==> src/rtl/wash_pkg.sv <==
// rtl/wash_pkg.sv - state encodings shared by the wash controller and the phase timer
package wash_pkg;

    typedef enum logic [2:0] {
        ST_START      = 3'd0,
        ST_READY      = 3'd1,
        ST_FILL_WATER = 3'd2,
        ST_HEAT_WATER = 3'd3,
        ST_WASH       = 3'd4,
        ST_RINSE      = 3'd5,
        ST_SPIN       = 3'd6
    } wash_state_t;

    // Active states are the contiguous range FILL_WATER..SPIN.
    function automatic logic is_active(input logic [2:0] s);
        return (s >= ST_FILL_WATER) && (s <= ST_SPIN);
    endfunction

endpackage

==> src/rtl/wash_actuator_decode.sv <==
// rtl/wash_actuator_decode.sv - combinational map from controller state to actuator enables
module wash_actuator_decode
    import wash_pkg::*;
(
    input  logic [2:0] state,
    output logic       door_lock,
    output logic       water_valve,
    output logic       heater,
    output logic       motor_wash,
    output logic       motor_spin,
    output logic       drain
);

    // Everything off by default; START, READY and the illegal code fall through to that.
    always_comb begin
        door_lock   = 1'b0;
        water_valve = 1'b0;
        heater      = 1'b0;
        motor_wash  = 1'b0;
        motor_spin  = 1'b0;
        drain       = 1'b0;
        case (state)
            ST_FILL_WATER: begin
                door_lock   = 1'b1;
                water_valve = 1'b1;
            end
            ST_HEAT_WATER: begin
                door_lock   = 1'b1;
                heater      = 1'b1;
            end
            ST_WASH: begin
                door_lock   = 1'b1;
                motor_wash  = 1'b1;
            end
            ST_RINSE: begin
                door_lock   = 1'b1;
                motor_wash  = 1'b1;
                drain       = 1'b1;
            end
            ST_SPIN: begin
                door_lock   = 1'b1;
                motor_spin  = 1'b1;
                drain       = 1'b1;
            end
            default: ;
        endcase
    end

endmodule

==> src/rtl/wash_controller.sv <==
// rtl/wash_controller.sv - washing machine sequencer with door interlock and cycle counter
module wash_controller
    import wash_pkg::*;
#(
    parameter int CNT_W = 8
) (
    input  logic             clock,
    input  logic             reset_n,
    input  logic             door_closed,
    input  logic             start_btn,
    input  logic             stop_btn,
    input  logic             sig_Full,
    input  logic             sig_Temperature,
    input  logic             sig_Wash_Completed,
    input  logic             sig_Rinse_Completed,
    input  logic             sig_Spin_Completed,
    output logic [2:0]       state,
    output logic             door_lock,
    output logic             water_valve,
    output logic             heater,
    output logic             motor_wash,
    output logic             motor_spin,
    output logic             drain,
    output logic             cycle_done,
    output logic             fault,
    output logic [CNT_W-1:0] cycles_completed
);

    // Plain 3-bit register so the unused code 7 is representable and recoverable.
    logic [2:0] state_q;

    assign state = state_q;

    // Sequencer: door interlock beats user stop, which beats phase advance.
    always_ff @(posedge clock or negedge reset_n) begin
        if (!reset_n) begin
            state_q          <= ST_START;
            fault            <= 1'b0;
            cycle_done       <= 1'b0;
            cycles_completed <= '0;
        end else begin
            cycle_done <= 1'b0;
            if (is_active(state_q) && !door_closed) begin
                state_q <= ST_START;
                fault   <= 1'b1;
            end else if (is_active(state_q) && stop_btn) begin
                state_q <= ST_START;
            end else begin
                case (state_q)
                    ST_START: begin
                        if (door_closed) state_q <= ST_READY;
                    end
                    ST_READY: begin
                        if (!door_closed) begin
                            state_q <= ST_START;
                        end else if (start_btn) begin
                            state_q <= ST_FILL_WATER;
                            fault   <= 1'b0;
                        end
                    end
                    ST_FILL_WATER: begin
                        if (sig_Full) state_q <= ST_HEAT_WATER;
                    end
                    ST_HEAT_WATER: begin
                        if (sig_Temperature) state_q <= ST_WASH;
                    end
                    ST_WASH: begin
                        if (sig_Wash_Completed) state_q <= ST_RINSE;
                    end
                    ST_RINSE: begin
                        if (sig_Rinse_Completed) state_q <= ST_SPIN;
                    end
                    ST_SPIN: begin
                        if (sig_Spin_Completed) begin
                            state_q    <= ST_START;
                            cycle_done <= 1'b1;
                            if (cycles_completed != {CNT_W{1'b1}})
                                cycles_completed <= cycles_completed + CNT_W'(1);
                        end
                    end
                    default: begin
                        state_q <= ST_START;
                        fault   <= 1'b1;
                    end
                endcase
            end
        end
    end

    wash_actuator_decode u_decode (
        .state       (state_q),
        .door_lock   (door_lock),
        .water_valve (water_valve),
        .heater      (heater),
        .motor_wash  (motor_wash),
        .motor_spin  (motor_spin),
        .drain       (drain)
    );

endmodule

==> config.mk <==
export PLATFORM = sky130hd
export DESIGN_NAME = wash_controller
export DESIGN_NICKNAME = d
export VERILOG_FILES = /design/src/rtl/wash_pkg.sv /design/src/rtl/wash_actuator_decode.sv /design/src/rtl/wash_controller.sv
export SDC_FILE = /design/constraint.sdc
export NUM_CORES = 1
export LEC_CHECK = 0
export BUFFER_PORTS_ARGS = -buffer_cell sky130_fd_sc_hd__buf_2
export CORE_UTILIZATION = 40
export DETAILED_ROUTE_END_ITERATION = 8
export MAX_ROUTING_LAYER = met4
export PLACE_DENSITY = 0.69
export RECOVER_POWER = 25
export SETUP_SLACK_MARGIN = 0.2
export SLEW_MARGIN = 15
export SYNTH_ARGS = -nofsm -noshare
export SYNTH_HDL_FRONTEND = slang
export SYNTH_SLANG_ARGS = --single-unit
==> constraint.sdc <==
create_clock -name clock -period 1.7 [get_ports clock]
set_clock_uncertainty 0.1 [all_clocks]
set_input_delay 0.17 -clock clock [delete_from_list [all_inputs] [get_ports clock]]
set_output_delay 0.17 -clock clock [all_outputs]
set_load 0.1 [all_outputs]
Yosys cells after proc, flatten, opt, wreduce, memory -nomap -nowiden
Index checks and enable logic that the tools add are counted.

Flip-flop bits (word level): 13. Logic and storage cells: 65.

Add/subtract/negate cells: 1. Magnitude comparators: 2. Equality and inequality tests: 18. Mux-type cells: 26. Bitwise gates (word level): 2. Reduce and logical (&&, ||, !) cells: 12.

Operators with widths (count): $mux W3 (10); $ne A4 B4 Y1 const B (6); $pmux W3 S7 (1); $mux W1 (14); $eq A3 B3 Y1 const B (3); $add A8 B1 Y8 const B (1); $ne A8 B8 Y1 const B (1); $reduce_and A7 Y1 (1); $eq A3 B2 Y1 const B (2); $ne A3 B3 Y1 const B (2); $reduce_or A6 Y1 (1); $ne A5 B5 Y1 const B (1); $reduce_and A5 Y1 (1); $reduce_or A5 Y1 (1); $reduce_and A4 Y1 (1); $reduce_or A2 Y1 (2); $eq A3 B1 Y1 const B (1); $ge A3 B2 Y1 const B (1); $le A3 B3 Y1 const B (1); $logic_and A1 B1 Y1 (3); $logic_not A3 Y1 (1); $ne A2 B1 Y1 const B (1); $ne A2 B2 Y1 const B (1); $not A1 Y1 (2); 2 further kinds (2).

Longest topological paths before layout
Word-level depth: 5. Gate-level depth with buffers: 5. Mapped depth without buffers: 5.

By module
From an unflattened synthesis, not the netlist that was laid out.

Cell total of the unflattened synthesis: 85. Area, all modules: 878.3 sq um.

By module, submodules not included: wash_controller (instances 1, cells an instance 77, area each 814.5 sq um); wash_actuator_decode (instances 1, cells an instance 8, area each 63.8 sq um).

Worst setup path before layout
Ideal clock, no wire load.

Path kind: flip-flop to output port. Start: register state_q[1] (netlist: state[1]). End: output water_valve. Arrival: 3.471 ns. Slack: -2.041 ns. Stages on the path, launching flop included: 3. Buffers on the path: 1. Path through: dfrtp_1 buf_2 nor3b_1.

Word-level cells in the longest chain between the ends: 2.

Ends and longest elaborated chain: start, declared (RTL line wash_controller.sv:30) `logic [2:0] state_q;`; start signal, assigned (RTL line wash_controller.sv:37) `state_q <= ST_START;`; start signal, assigned (RTL line wash_controller.sv:44) `state_q <= ST_START;`; start signal, assigned (RTL line wash_controller.sv:47) `state_q <= ST_START;`; $eq A3 B2 Y1 (RTL line wash_actuator_decode.sv:22) `case (state)`; $mux W1 (RTL line wash_actuator_decode.sv:22); end, declared (RTL line wash_controller.sv:19) `output logic water_valve,`.

No other way between the ends.

Worst setup path after layout
Start: register state_q[0] (netlist: state[0]). End: register state_q[0] (netlist: state[0]).

Word-level cells in the longest chain between the ends: 5. Elaborated cells between the ends (all ways): 23. Those cells by class: order compare (2); eq/ne (13); mux (3); reduce/logical (5).

Ends and longest elaborated chain: $ge A3 B2 Y1 / $le A3 B3 Y1 (equally long branches) (RTL line wash_pkg.sv:16) `return (s >= ST_FILL_WATER) && (s <= ST_SPIN);`; $logic_and A1 B1 Y1 (RTL line wash_pkg.sv:16); $logic_and A1 B1 Y1 (on tied branches) (RTL line wash_controller.sv:43, wash_controller.sv:46); $ne A5 B5 Y1 (no source line) (tied with other cells); $reduce_and A7 Y1 (no source line) / $mux W3 (equally long branches).

Several ways; a longest one is shown, not always the timed one. A chain may end at the register's enable or synchronous reset.

==> summary.txt <==
Synth
  – Post-synthesis sequential area ratio: 39.51%
  – Top cells by area, synth: dfrtp_1, xor2_1, nor3_2
  – Seq cells post-synth: 13
  – Synth warnings: 0
  – Asr flop ratio synth: 100.0%
  – Cell count after synthesis: 82
  – Synth Flop Type: dfrtp_1
  – Syn nets: 93
  – Synth area leader: dfrtp_1
  – EDFF count, synth: 0
  – Synthesized area per cell: approximately 10 um^2
  – Cell area after synthesis: 823.3 um^2
  – Post-synth top area share: between 30% and 40%
  – Netlist cell types: 33

Drt
  – Vias per inst: 4.947
  – Pre-antenna DRT Iters: 4
  – DR vias: 752
  – Drt wl/cell: 12.73 um
  – Initial DRC count: 11
  – Routed WL: 1.935 mm
  – DRC viols: 0
  – Routed Antenna Nets: 0

Place
  – Setup WS pre-CTS: -0.0005597 ns
  – GPL Wtd Cong: between 0.7 and 0.8
  – Cells after DPL: 143
  – DP Area: 1211 um^2
  – DPL Wire Length: 1.348 mm
  – I/O Buffers: 28

Final layout
  – Core Util, Final: between 70% and 80%
  – Most frequent cells in the layout: buf_2, buf_4, buf_6
  – Diode count: 0
  – Most common cell after layout, fill and taps aside: buf_2
  – Syn-to-layout area delta: 66.11%
  – Final #Nets: 137
  – Share of cells above drive strength 1: 64.00%
  – Finished Layout Cells: ~150
  – Cell area after layout: 1368 um^2

STA
  – Hold Fails Final Rpt: 0
  – Fmax: between 0.5 and 0.6 GHz
  – Final Max Slew Viols: 0
  – Final worst path period need: 1.710 ns
  – Unrepaired setup endpoints after global routing: yes
  – Final setup fails: 1
  – Worst Max-Slew Pin Slew: 0.6721 ns
  – Final period util: 100.6%
  – Slew HR: 55.19%
  – Fin worst setup slack: -0.01045 ns

Clock tree
  – Longest Clk Path Bufs: 2
  – Inserted Clock Buffers: 3
  – Clock root buffer: clkbuf_4
  – Clock Latency Late Sink: about 0.28 ns
  – Clock-pin slew on the worst setup and hold paths: about 0.08 ns
  – Clk sink count: 13
  – H-tree Lvls: 1
  – TritonCTS clock tree: done

Setup path
  – Worst-path fanout max: 9
  – Worst Path Required: about 1.8 ns
  – Crit. Startpoint: state[0]
  – Worst setup endpoint: state[0]
  – CP arrival: 1.77 ns
  – CP endpoint kind: flop
  – Reg2Reg Setup Slack: -0.01 ns
  – Worst setup SP type: flop
  – R2R depth: 4
  – R2R Path Start: state[0]
  – WS Path Type: flop to flop
  – Reg-to-Reg End: state[0]

Pwr
  – VDD IR max: 1.232 mV
  – Static Leak: 0.6457 nW
  – Power Dens Cells: 1481 nW/um^2

Global routing
  – Vias in the first global route: 688
  – GRT Util Overall: 19.80%
  – First-pass GRT wire length: about 2.9 mm
  – Largest net degree at the start of global routing: 14
  – Initial antenna violation count: 0
  – Final global-route overflow total: 0

Status
  – Failing checks: negative setup slack
  – Status: complete, but fails checks

Die
  – Die X: 47.37 um
  – FP Rows: 16
  – Initial Util: 42.40%
  – Die height: ~47 um
  – Core area: between 1500 and 2000 um^2
  – Ports: 29
  – Die area: roughly 2200 um^2

Min path
  – Hold Crit Class: primary input to flop

Flow run
  – Max-Cap Viols: 0
==> repair_timing <==
| item | 4_1_cts | 5_1_grt |
|---|---|---|
| hold buffers | 1 | 0 |
| buffers inserted | 2 | 2 |
| setup endpoints to repair | 17 | 17 |
| pin swaps | 3 | 2 |
| gates resized for setup | 15 | 10 |
| endpoints found under the hold margin | 13 | 0 |
==> cells in the mapped netlist, types with 2 or more instances <==
master / number
nand2_1: 6
dfrtp_1: 13
mux2i_1: 2
xnor2_1: 2
nor2b_1: 3
nand3_1: 6
nor3_2: 4
buf_4: 3
a21oi_1: 3
and3_1: 3
nor2_1: 9
xor2_1: 6
and3b_1: 2
==> layout make-up <==
cell class,instances,area [um^2]
Sequential cell,13,351.6
Timing Repair Buffer,44,386.6
Fill cell,154,574.3
Multi-Input combinational cell,62,561.8
Tap cell,27,33.78
Inverter,2,7.507
Clock buffer,4,26.28
==> worst max-delay path, cell delays in order, from the launching register on <==
cell and delay [ns]:
dfrtp_4 0.54, and3b_2 0.31, nand2_1 0.09, o221ai_2 0.23
mux2_4 0.33
==> where the power goes <==
group,internal (W),total [W],switching [W]
sequential,0.000365,0.000445,0.0000792
combinational,0.000556,0.00139,0.000832
clock,0.0000910,0.000192,0.000101
==> sequential cells by signal, indices dropped and copies added (netlist names) <==
register	count
state	3
fault	1
cycles_completed	8
cycle_done	1
==> metal layers <==
layer | wire length [um] | vias up | global-route usage (%)
met3 | 52 | 2 | 2.308
met4 | 24 | 0 | 10.29
met1 | 874 | 357 | 23.19
met2 | 984 | 20 | 32.88
met5 | 0 | - | -
li1 | - | 373 | -
==> cell families (layout without fill, tap and decap cells) <==
kind of cell,Yosys count,in the layout,share of synthesized area (%)
DFF,13,13,39.51
AOI/OAI and AO/OA,12,12,13.37
adders and majority gates,1,1,1.520
buffers and inverters,7,50,5.621
muxes,4,4,5.167
xor gates and xnor gates,8,8,8.511
and+or+nand+nor,37,37,26.29
==> worst min-delay path by stage <==
stage	from	end	cells after the start
CTS	stop_btn	state[1]	4
floorplan	reset_n	cycle_done	0
global route	sig_Spin_Completed	cycle_done	2
global placement	reset_n	cycle_done	1
detailed placement	reset_n	cycle_done	1
finish	stop_btn	state[1]	4
==> per-stage QoR <==
| step | setup TNS, ns | total power (W) | hold slack, ns |
|---|---|---|---|
| CTS | -0.002014 | 0.001917 | 0.1013 |
| detailed placement | -0.0005597 | 0.001618 | -0.03141 |
| global route | -0.3903 | 0.002105 | 0.1189 |
| finish | -0.01045 | 0.002025 | 0.1140 |
| floorplan | -2.294 | 0.001313 | -0.2256 |
| global placement | 0 | 0.001608 | -0.02761 |
Power figures use the tool's default switching activity.
